==> src/rtl/mem_arbiter_pkg.sv <==
// mem_arbiter_pkg
//   Shared types for the memory arbiter: the 2-bit FSM state encoding,
//   the memory-owner enum (I=0, D=1), bus widths and the block-base helper.
package mem_arbiter_pkg;

    localparam int unsigned ADDR_W = 16;
    localparam int unsigned DATA_W = 16;

    typedef enum logic [1:0] {
        ST_IDLE    = 2'd0,
        ST_I_FILL  = 2'd1,
        ST_D_FILL  = 2'd2,
        ST_D_WRITE = 2'd3
    } arb_state_t;

    typedef enum logic {
        OWN_I = 1'b0,
        OWN_D = 1'b1
    } owner_t;

    // Byte address of the block holding 'addr'. A block spans
    // 2*blk_words bytes, so those low address bits are cleared.
    function automatic logic [ADDR_W-1:0] blk_base(
        input logic [ADDR_W-1:0] addr,
        input int unsigned       blk_words
    );
        logic [ADDR_W-1:0] mask;
        mask = ADDR_W'(2 * blk_words - 1);
        return addr & ~mask;
    endfunction

endpackage

==> src/rtl/mem_arbiter_counter.sv <==
// arb_counter
//   Width-parameterised up-counter with synchronous clear and enable.
//   Saturates at MAX_VAL; o_term flags that the count equals MAX_VAL.
// Ports:
//   i_clk   clock
//   i_rst   synchronous active-high reset
//   i_clr   synchronous clear to zero
//   i_en    count enable
//   o_cnt   current count
//   o_term  count == MAX_VAL
module arb_counter #(
    parameter int unsigned WIDTH   = 3,
    parameter int unsigned MAX_VAL = 7
) (
    input  logic             i_clk,
    input  logic             i_rst,
    input  logic             i_clr,
    input  logic             i_en,
    output logic [WIDTH-1:0] o_cnt,
    output logic             o_term
);

    logic [WIDTH-1:0] r_cnt;

    assign o_cnt  = r_cnt;
    assign o_term = (r_cnt == WIDTH'(MAX_VAL));

    always_ff @(posedge i_clk) begin
        if (i_rst || i_clr) begin
            r_cnt <= '0;
        end else if (i_en && !o_term) begin
            r_cnt <= r_cnt + WIDTH'(1);
        end
    end

endmodule

==> src/rtl/mem_arbiter.sv <==
// mem_arbiter
//   Arbitrates one main-memory port between a fetch-side block filler and
//   a data-side requester (block fill or single-word write-through).
//   One owner at a time; on simultaneous requests D wins unless D owned
//   the previous transaction, so fetch cannot be starved.
// Ports:
//   clk, rst                 clock, synchronous active-high reset
//   i_req, i_addr            fetch block-fill request and miss address
//   d_req, d_wr, d_addr,
//   d_wdata                  data-side request, write select, address, data
//   i_fill_vld, d_fill_vld   fill word present for fetch / data side
//   fill_idx, fill_data      word index within block and the word itself
//   i_done, d_done           single-cycle completion pulses
//   mem_en, mem_wr,
//   mem_addr, mem_wdata      memory request strobe, write select, byte addr, data
//   mem_data_out, mem_valid  memory read data and its valid
module mem_arbiter
    import mem_arbiter_pkg::*;
#(
    parameter int unsigned MEM_LAT   = 4,
    parameter int unsigned BLK_WORDS = 8
) (
    input  logic                         clk,
    input  logic                         rst,
    input  logic                         i_req,
    input  logic [15:0]                  i_addr,
    input  logic                         d_req,
    input  logic                         d_wr,
    input  logic [15:0]                  d_addr,
    input  logic [15:0]                  d_wdata,
    output logic                         i_fill_vld,
    output logic                         d_fill_vld,
    output logic [$clog2(BLK_WORDS)-1:0] fill_idx,
    output logic [15:0]                  fill_data,
    output logic                         i_done,
    output logic                         d_done,
    output logic                         mem_en,
    output logic                         mem_wr,
    output logic [15:0]                  mem_addr,
    output logic [15:0]                  mem_wdata,
    input  logic [15:0]                  mem_data_out,
    input  logic                         mem_valid
);

    localparam int unsigned IDX_W = $clog2(BLK_WORDS);

    if (BLK_WORDS < 2 || (BLK_WORDS & (BLK_WORDS - 1)) != 0 || MEM_LAT < 1) begin : g_bad_param
        $error("mem_arbiter: BLK_WORDS must be a power of two >= 2 and MEM_LAT >= 1");
    end

    arb_state_t        r_state;
    owner_t            r_last_owner;
    logic [ADDR_W-1:0] r_base;
    logic [ADDR_W-1:0] r_waddr;
    logic [DATA_W-1:0] r_wdata;
    logic              r_issue_done;

    logic             w_in_fill;
    logic             w_idle;
    logic             w_issue_en;
    logic             w_rcv_en;
    logic             w_last_rcv;
    logic             w_issue_term;
    logic             w_rcv_term;
    logic [IDX_W-1:0] w_issue_cnt;
    logic [IDX_W-1:0] w_rcv_cnt;
    logic             w_grant_d;
    logic             w_grant_i;

    assign w_idle     = (r_state == ST_IDLE);
    assign w_in_fill  = (r_state == ST_I_FILL) || (r_state == ST_D_FILL);
    // Issue stops once the saturated counter's last address has gone out.
    assign w_issue_en = w_in_fill && !r_issue_done;
    // Responses outside a fill are ignored entirely.
    assign w_rcv_en   = w_in_fill && mem_valid;
    assign w_last_rcv = w_rcv_en && w_rcv_term;

    // D has priority, except that after a D transaction a waiting I wins.
    assign w_grant_d = d_req && !(i_req && (r_last_owner == OWN_D));
    assign w_grant_i = i_req && !w_grant_d;

    arb_counter #(
        .WIDTH   (IDX_W),
        .MAX_VAL (BLK_WORDS - 1)
    ) u_issue_cnt (
        .i_clk  (clk),
        .i_rst  (rst),
        .i_clr  (w_idle),
        .i_en   (w_issue_en),
        .o_cnt  (w_issue_cnt),
        .o_term (w_issue_term)
    );

    arb_counter #(
        .WIDTH   (IDX_W),
        .MAX_VAL (BLK_WORDS - 1)
    ) u_rcv_cnt (
        .i_clk  (clk),
        .i_rst  (rst),
        .i_clr  (w_idle),
        .i_en   (w_rcv_en),
        .o_cnt  (w_rcv_cnt),
        .o_term (w_rcv_term)
    );

    always_ff @(posedge clk) begin
        if (rst) begin
            r_state      <= ST_IDLE;
            r_last_owner <= OWN_I;
            r_base       <= '0;
            r_waddr      <= '0;
            r_wdata      <= '0;
            r_issue_done <= 1'b0;
        end else begin
            case (r_state)
                ST_IDLE: begin
                    r_issue_done <= 1'b0;
                    if (w_grant_d) begin
                        r_last_owner <= OWN_D;
                        if (d_wr) begin
                            r_state <= ST_D_WRITE;
                            r_waddr <= d_addr;
                            r_wdata <= d_wdata;
                        end else begin
                            r_state <= ST_D_FILL;
                            r_base  <= blk_base(d_addr, BLK_WORDS);
                        end
                    end else if (w_grant_i) begin
                        r_last_owner <= OWN_I;
                        r_state      <= ST_I_FILL;
                        r_base       <= blk_base(i_addr, BLK_WORDS);
                    end
                end
                ST_I_FILL, ST_D_FILL: begin
                    if (w_issue_en && w_issue_term) begin
                        r_issue_done <= 1'b1;
                    end
                    if (w_last_rcv) begin
                        r_state <= ST_IDLE;
                    end
                end
                ST_D_WRITE: begin
                    r_state <= ST_IDLE;
                end
                default: begin
                    r_state <= ST_IDLE;
                end
            endcase
        end
    end

    always_comb begin
        mem_en     = 1'b0;
        mem_wr     = 1'b0;
        mem_addr   = '0;
        mem_wdata  = '0;
        i_fill_vld = 1'b0;
        d_fill_vld = 1'b0;
        fill_idx   = '0;
        fill_data  = '0;
        i_done     = 1'b0;
        d_done     = 1'b0;

        if (w_issue_en) begin
            mem_en   = 1'b1;
            mem_addr = r_base + ADDR_W'({w_issue_cnt, 1'b0});
        end

        if (r_state == ST_D_WRITE) begin
            mem_en    = 1'b1;
            mem_wr    = 1'b1;
            mem_addr  = r_waddr;
            mem_wdata = r_wdata;
            d_done    = 1'b1;
        end

        if (w_rcv_en) begin
            fill_idx  = w_rcv_cnt;
            fill_data = mem_data_out;
            if (r_state == ST_I_FILL) begin
                i_fill_vld = 1'b1;
                i_done     = w_last_rcv;
            end else begin
                d_fill_vld = 1'b1;
                d_done     = w_last_rcv;
            end
        end
    end

endmodule

==> config.mk <==
export PLATFORM = sky130hd
export DESIGN_NAME = mem_arbiter
export DESIGN_NICKNAME = d
export VERILOG_FILES = /design/src/rtl/mem_arbiter_pkg.sv /design/src/rtl/mem_arbiter_counter.sv /design/src/rtl/mem_arbiter.sv
export SDC_FILE = /design/constraint.sdc
export NUM_CORES = 1
export LEC_CHECK = 0
export ABC_AREA = 1
export CAP_MARGIN = 5
export CORE_UTILIZATION = 46
export CTS_CLUSTER_SIZE = 20
export DETAILED_ROUTE_END_ITERATION = 8
export PLACE_DENSITY_LB_ADDON = 0.2
export SYNTH_ARGS = -nofsm -noshare
export SYNTH_HDL_FRONTEND = slang
export SYNTH_SLANG_ARGS = --single-unit
==> constraint.sdc <==
create_clock -name clk -period 4.85 [get_ports clk]
set_clock_uncertainty 0.15 [all_clocks]
set_input_delay 0.97 -clock clk [delete_from_list [all_inputs] [get_ports clk]]
set_output_delay 0.97 -clock clk [all_outputs]
set_load 0.01 [all_outputs]
---- Word-level counts from Yosys, hierarchy flattened ----
Index checks and enable logic that the tools add are counted.
word-level totals
  flip-flop bits (word level) ............. 58
  word-level logic and storage cells ...... 73
  bits of input ports ..................... 70
  output and inout bits ................... 57
cells by class
  equal/unequal tests ..................... 9
  $add $sub $neg .......................... 3
  muxes and demuxes ....................... 28
  reductions and logical operators ........ 25
operators with widths
  operator                                              count
  two-way mux 16 bit                                    7
  adder 16 x 4 -> 16 bit                                1
  two-way mux 1 bit                                     15
  logical AND 1 bit                                     9
  adder 3 x 1 -> 3 bit (second input constant)          2
  equality test 3 bit (second input constant)           2
  two-way mux 2 bit                                     3
  inequality test 2 bit (second input constant)         3
  one-hot mux 2 bit (3 select lines)                    1
  AND reduction 2 bit                                   3
  AND reduction 3 bit                                   2
  logical NOT 1 bit                                     5
  equality test 2 bit (second input constant)           2
  nonzero test 2 bit                                    2
  two-way mux 3 bit                                     1
  inequality test 3 bit (second input constant)         1
  equality test 2 x 1 -> 1 bit (second input constant)  1
  logical NOT 2 bit                                     1
  logical OR 1 bit                                      2
  one-hot mux 1 bit (2 select lines)                    1
  OR reduction 2 bit                                    1

---- Depth between registers and ports, before layout ----
  depth in word-level cells ............... 8
  depth in mapped cells ................... 9
  mapped depth without buffers ............ 9

---- Cells and area by module ----
From an unflattened synthesis, not the netlist that was laid out.
unflattened totals
  cells, all modules ...................... 463
  area, all modules ....................... 2841.5 um2
modules (own cells, without submodules)
  module       sequential area each (um2)  cells an instance  instances  area an instance (um2)
  mem_arbiter  960.9                       417                1          2523.7
  arb_counter  60.1                        23                 2          158.9

---- Worst setup path before layout ----
Ideal clock, no wire load.
  kind .................................... input-to-output
  from .................................... in mem_valid
  to ...................................... out d_done
  arrival time ............................ 1482 ps
  setup slack ............................. 2248 ps
  buffers on the path ..................... 0
  stages .................................. 4
  cells stage by stage .................... nand2_1 > nor2_1 > nand2_1 > o21ai_0
between the ends
  longest elaborated chain between the ends .. 4
ends and longest elaborated chain
  what                 RTL line            RTL
  start, declared      mem_arbiter.sv:42   input logic mem_valid
  logical AND 1 bit *  mem_arbiter.sv:75   assign w_rcv_en = w_in_fill && mem_valid;
  logical AND 1 bit    mem_arbiter.sv:76   assign w_last_rcv = w_rcv_en && w_rcv_term;
  two-way mux 1 bit    mem_arbiter.sv:180  if (r_state == ST_I_FILL) begin
  two-way mux 1 bit *  mem_arbiter.sv:177  if (w_rcv_en) begin
  end, declared        mem_arbiter.sv:36   output logic d_done,
Mark *: on every way between the ends. The rest lies on a longest branch, timed or not.

---- Worst setup path after layout ----
Same ends and word-level chain as after synthesis.

==> metrics.md <==
| Metric | Value |
|---|---|
| Status | completed |
| Pins Over Slew Limit | 0 |
| Arr. time, crit path | 2900 ps |
| Post-Synthesis Cells | around 510 |
| IO Pins | 127 |
| VDD IR max | 172 µV |
| Final nets | just under 700 |
| Most numerous cell in the Yosys netlist | nand2_1 |
| Postcts setup bufs | 0 |
| Synth Register Bits | 54 |
| First-pass GRT wire length | 13000 µm |
| Die Height | 83.1 µm |
| Leak | 2.22 nW |
| Kind of end point of the critical path | output pin |
| Sink Count | 54 |
| Critical Path RT | approximately 3700 ps |
| CTS tree | built |
| Clock transition at the registers of the reported paths | roughly 80 ps |
| Vias after detailed routing | between 3000 and 4000 |
| Max-cap viol count | 0 |
| Port Buffer Count | between 100 and 150 |
| Worst-Margin Slew | ~930 ps |
| Crit Path Class | input pin to output pin |
| Die X | 83.1 µm |
| Antenna cells | 0 |
| Mean Syn Cell Area | 5.91 µm² |
| Vias in the first global route | 3035 |
| Final Routed Wirelength | 7380 µm |
| CORE AREA | 0.00635 mm² |
| RSZ-0062 raised after global routing | no |
| Startpoint Class | input pin |
| Die Area | around 0.0069 mm² |
| EDFF count, synth | 0 |
| GP Congestion | 0.747 |
| First-pass iteration count of the detailed router | 4 |
| Pwr Density | about 370 mW/mm² |
| Clock root buffer | clkbuf_8 |
| Part of the cycle the worst path needs | 0.829 |
| ANT nets after route | 0 |
| Fin. Hold Viols | 0 |
| Synth top area share | 0.357 |
| Area Growth Syn to Fin | 42.4% |
| Tot Pwr | approximately 1.6 mW |
| Post-cts resize count | 0 |
| Vias/cell | 4.55 |
| Yosys warns | 0 |
| DR iter-0 viols | approximately 210 |
| Proportion of layout cells with a drive suffix above 1 | 0.0243 |
| Synth Net Count | 590 |
| H-Tree Depth | 2 |
| Worst rel slew slack | 0.379 |
| Post-synthesis cell area | 0.00303 mm² |
| Total Routing Usage GR | 0.222 |
| Site Rows | 29 |
| Largest net degree at the start of global routing | 65 |
| Final setup fails | 0 |
| DPL Wire Length | 5130 µm |
| Routed len/inst | 10.6 µm |
| Distinct cells, synth | 24 |
| GR Overflow Total | 0 |
| Final min period | 4020 ps |
| Hold WC Path Type | register to register |
| Clk Latency, worst-skew pair | a little under 300 ps |
| Initial core utilization | 0.477 |
| Predominant post-synthesis flop cell | dfxtp_1 |
| Hold buffers post-CTS | 0 |
| Area leader, netlist | dfxtp_1 |
| DRC | 0 |
| Seq/Total Area, Yosys | 0.357 |
| Initial antenna violation count | 0 |
| Post-synth top cells | 151 x nand2_1, 117 x nor2_1, 92 x inv_1 |
| Area contributors post-synth | dfxtp_1 36%, nand2_1 19%, nor2_1 15% |
| Total negative slack | 0 ps |
| CTS Buffer Depth | 2 |
| Async S/R FF share, synth | 0 |
| Total CTS buffers | 5 |
| Worst-path maximum fanout | 22 |
| Maximum achievable frequency | 249 MHz |
final cells by class:
class	count	area, µm²
timing repair buffer	124	1240
clock inverter	1	7.51
inverter	94	353
clock buffer	6	72.6
fill	555	2040
sequential	54	1080
multi-input combinational	339	1470
tap	77	96.3
path summary, 6_finish.rpt:
kind | slack, ps | cells past startpoint | end | from
hold reg to reg | 330 | 2 | r_issue_done$_SDFFE_PP0P_ | r_issue_done$_SDFFE_PP0P_
setup / recovery | 830 | 6 | d_done | mem_valid
setup reg to reg | 2800 | 5 | r_waddr[11]$_SDFFE_PP0P_ | r_state[0]$_SDFFE_PP0P_
hold / removal | 330 | 2 | r_issue_done$_SDFFE_PP0P_ | r_issue_done$_SDFFE_PP0P_
critical path, stage by stage:
cell	delay, ps
clkdlybuf4s50_1	490
nand2_1	400
nor2_1	330
nand2_1	70
o21ai_0	80
clkdlybuf4s50_1	560
cells by family after synthesis:
kind of cell               share of synthesized area
AOI/OAI and AO/OA                             0.0463
adders and majority gates                     0.0331
buffers and inverters                          0.159
and+or+nand+nor                                0.405
DFF                                            0.357
state kept, by name, summed over array words and instances (netlist names):
register and count:
r_waddr 16, u_rcv_cnt.o_cnt 3, r_issue_done 1, r_wdata 16, r_last_owner 1, r_base 12, r_state 2, u_issue_cnt.o_cnt 3
through the flow:
step	utilization	hold slack, ps	area, µm²	instances	setup slack (ps)
final	0.679	334	4310	695	829
after global routing	0.679	365	4310	695	551
after CTS	0.679	334	4310	695	840
after detailed placement	0.666	319	4230	688	862
after global placement	0.666	311	4230	688	889
after floorplan	-	298	3030	512	2250
cells in the final DEF (no fill, tap or decap), drive strengths merged:
cell	instances
buf	2
o21bai	1
nand2	153
nor3	1
nand4	1
nand3	30
dfxtp	54
o21ai	17
ha	8
a21oi	5
nor3b	1
inv	94
clkdlybuf4s50	122
clkbuf	6
clkinvlp	1
a211oi	3
nor2	119
power breakdown:
group	internal, mW	switching, mW	total [mW]
combinational	0.323	0.433	0.756
sequential	0.544	0.0480	0.592
clock	0.0994	0.138	0.237
routing by layer:
layer / GRT usage / vias to the layer above / wire, µm
met2: 0.385 / 85 / 3400
li1: - / 1699 / -
met1: 0.277 / 1372 / 3410
met4: 0.0455 / 0 / 55
met3: 0.0596 / 4 / 522
met5: 0 / - / 0
No activity file was read; power rests on OpenSTA's default activity.
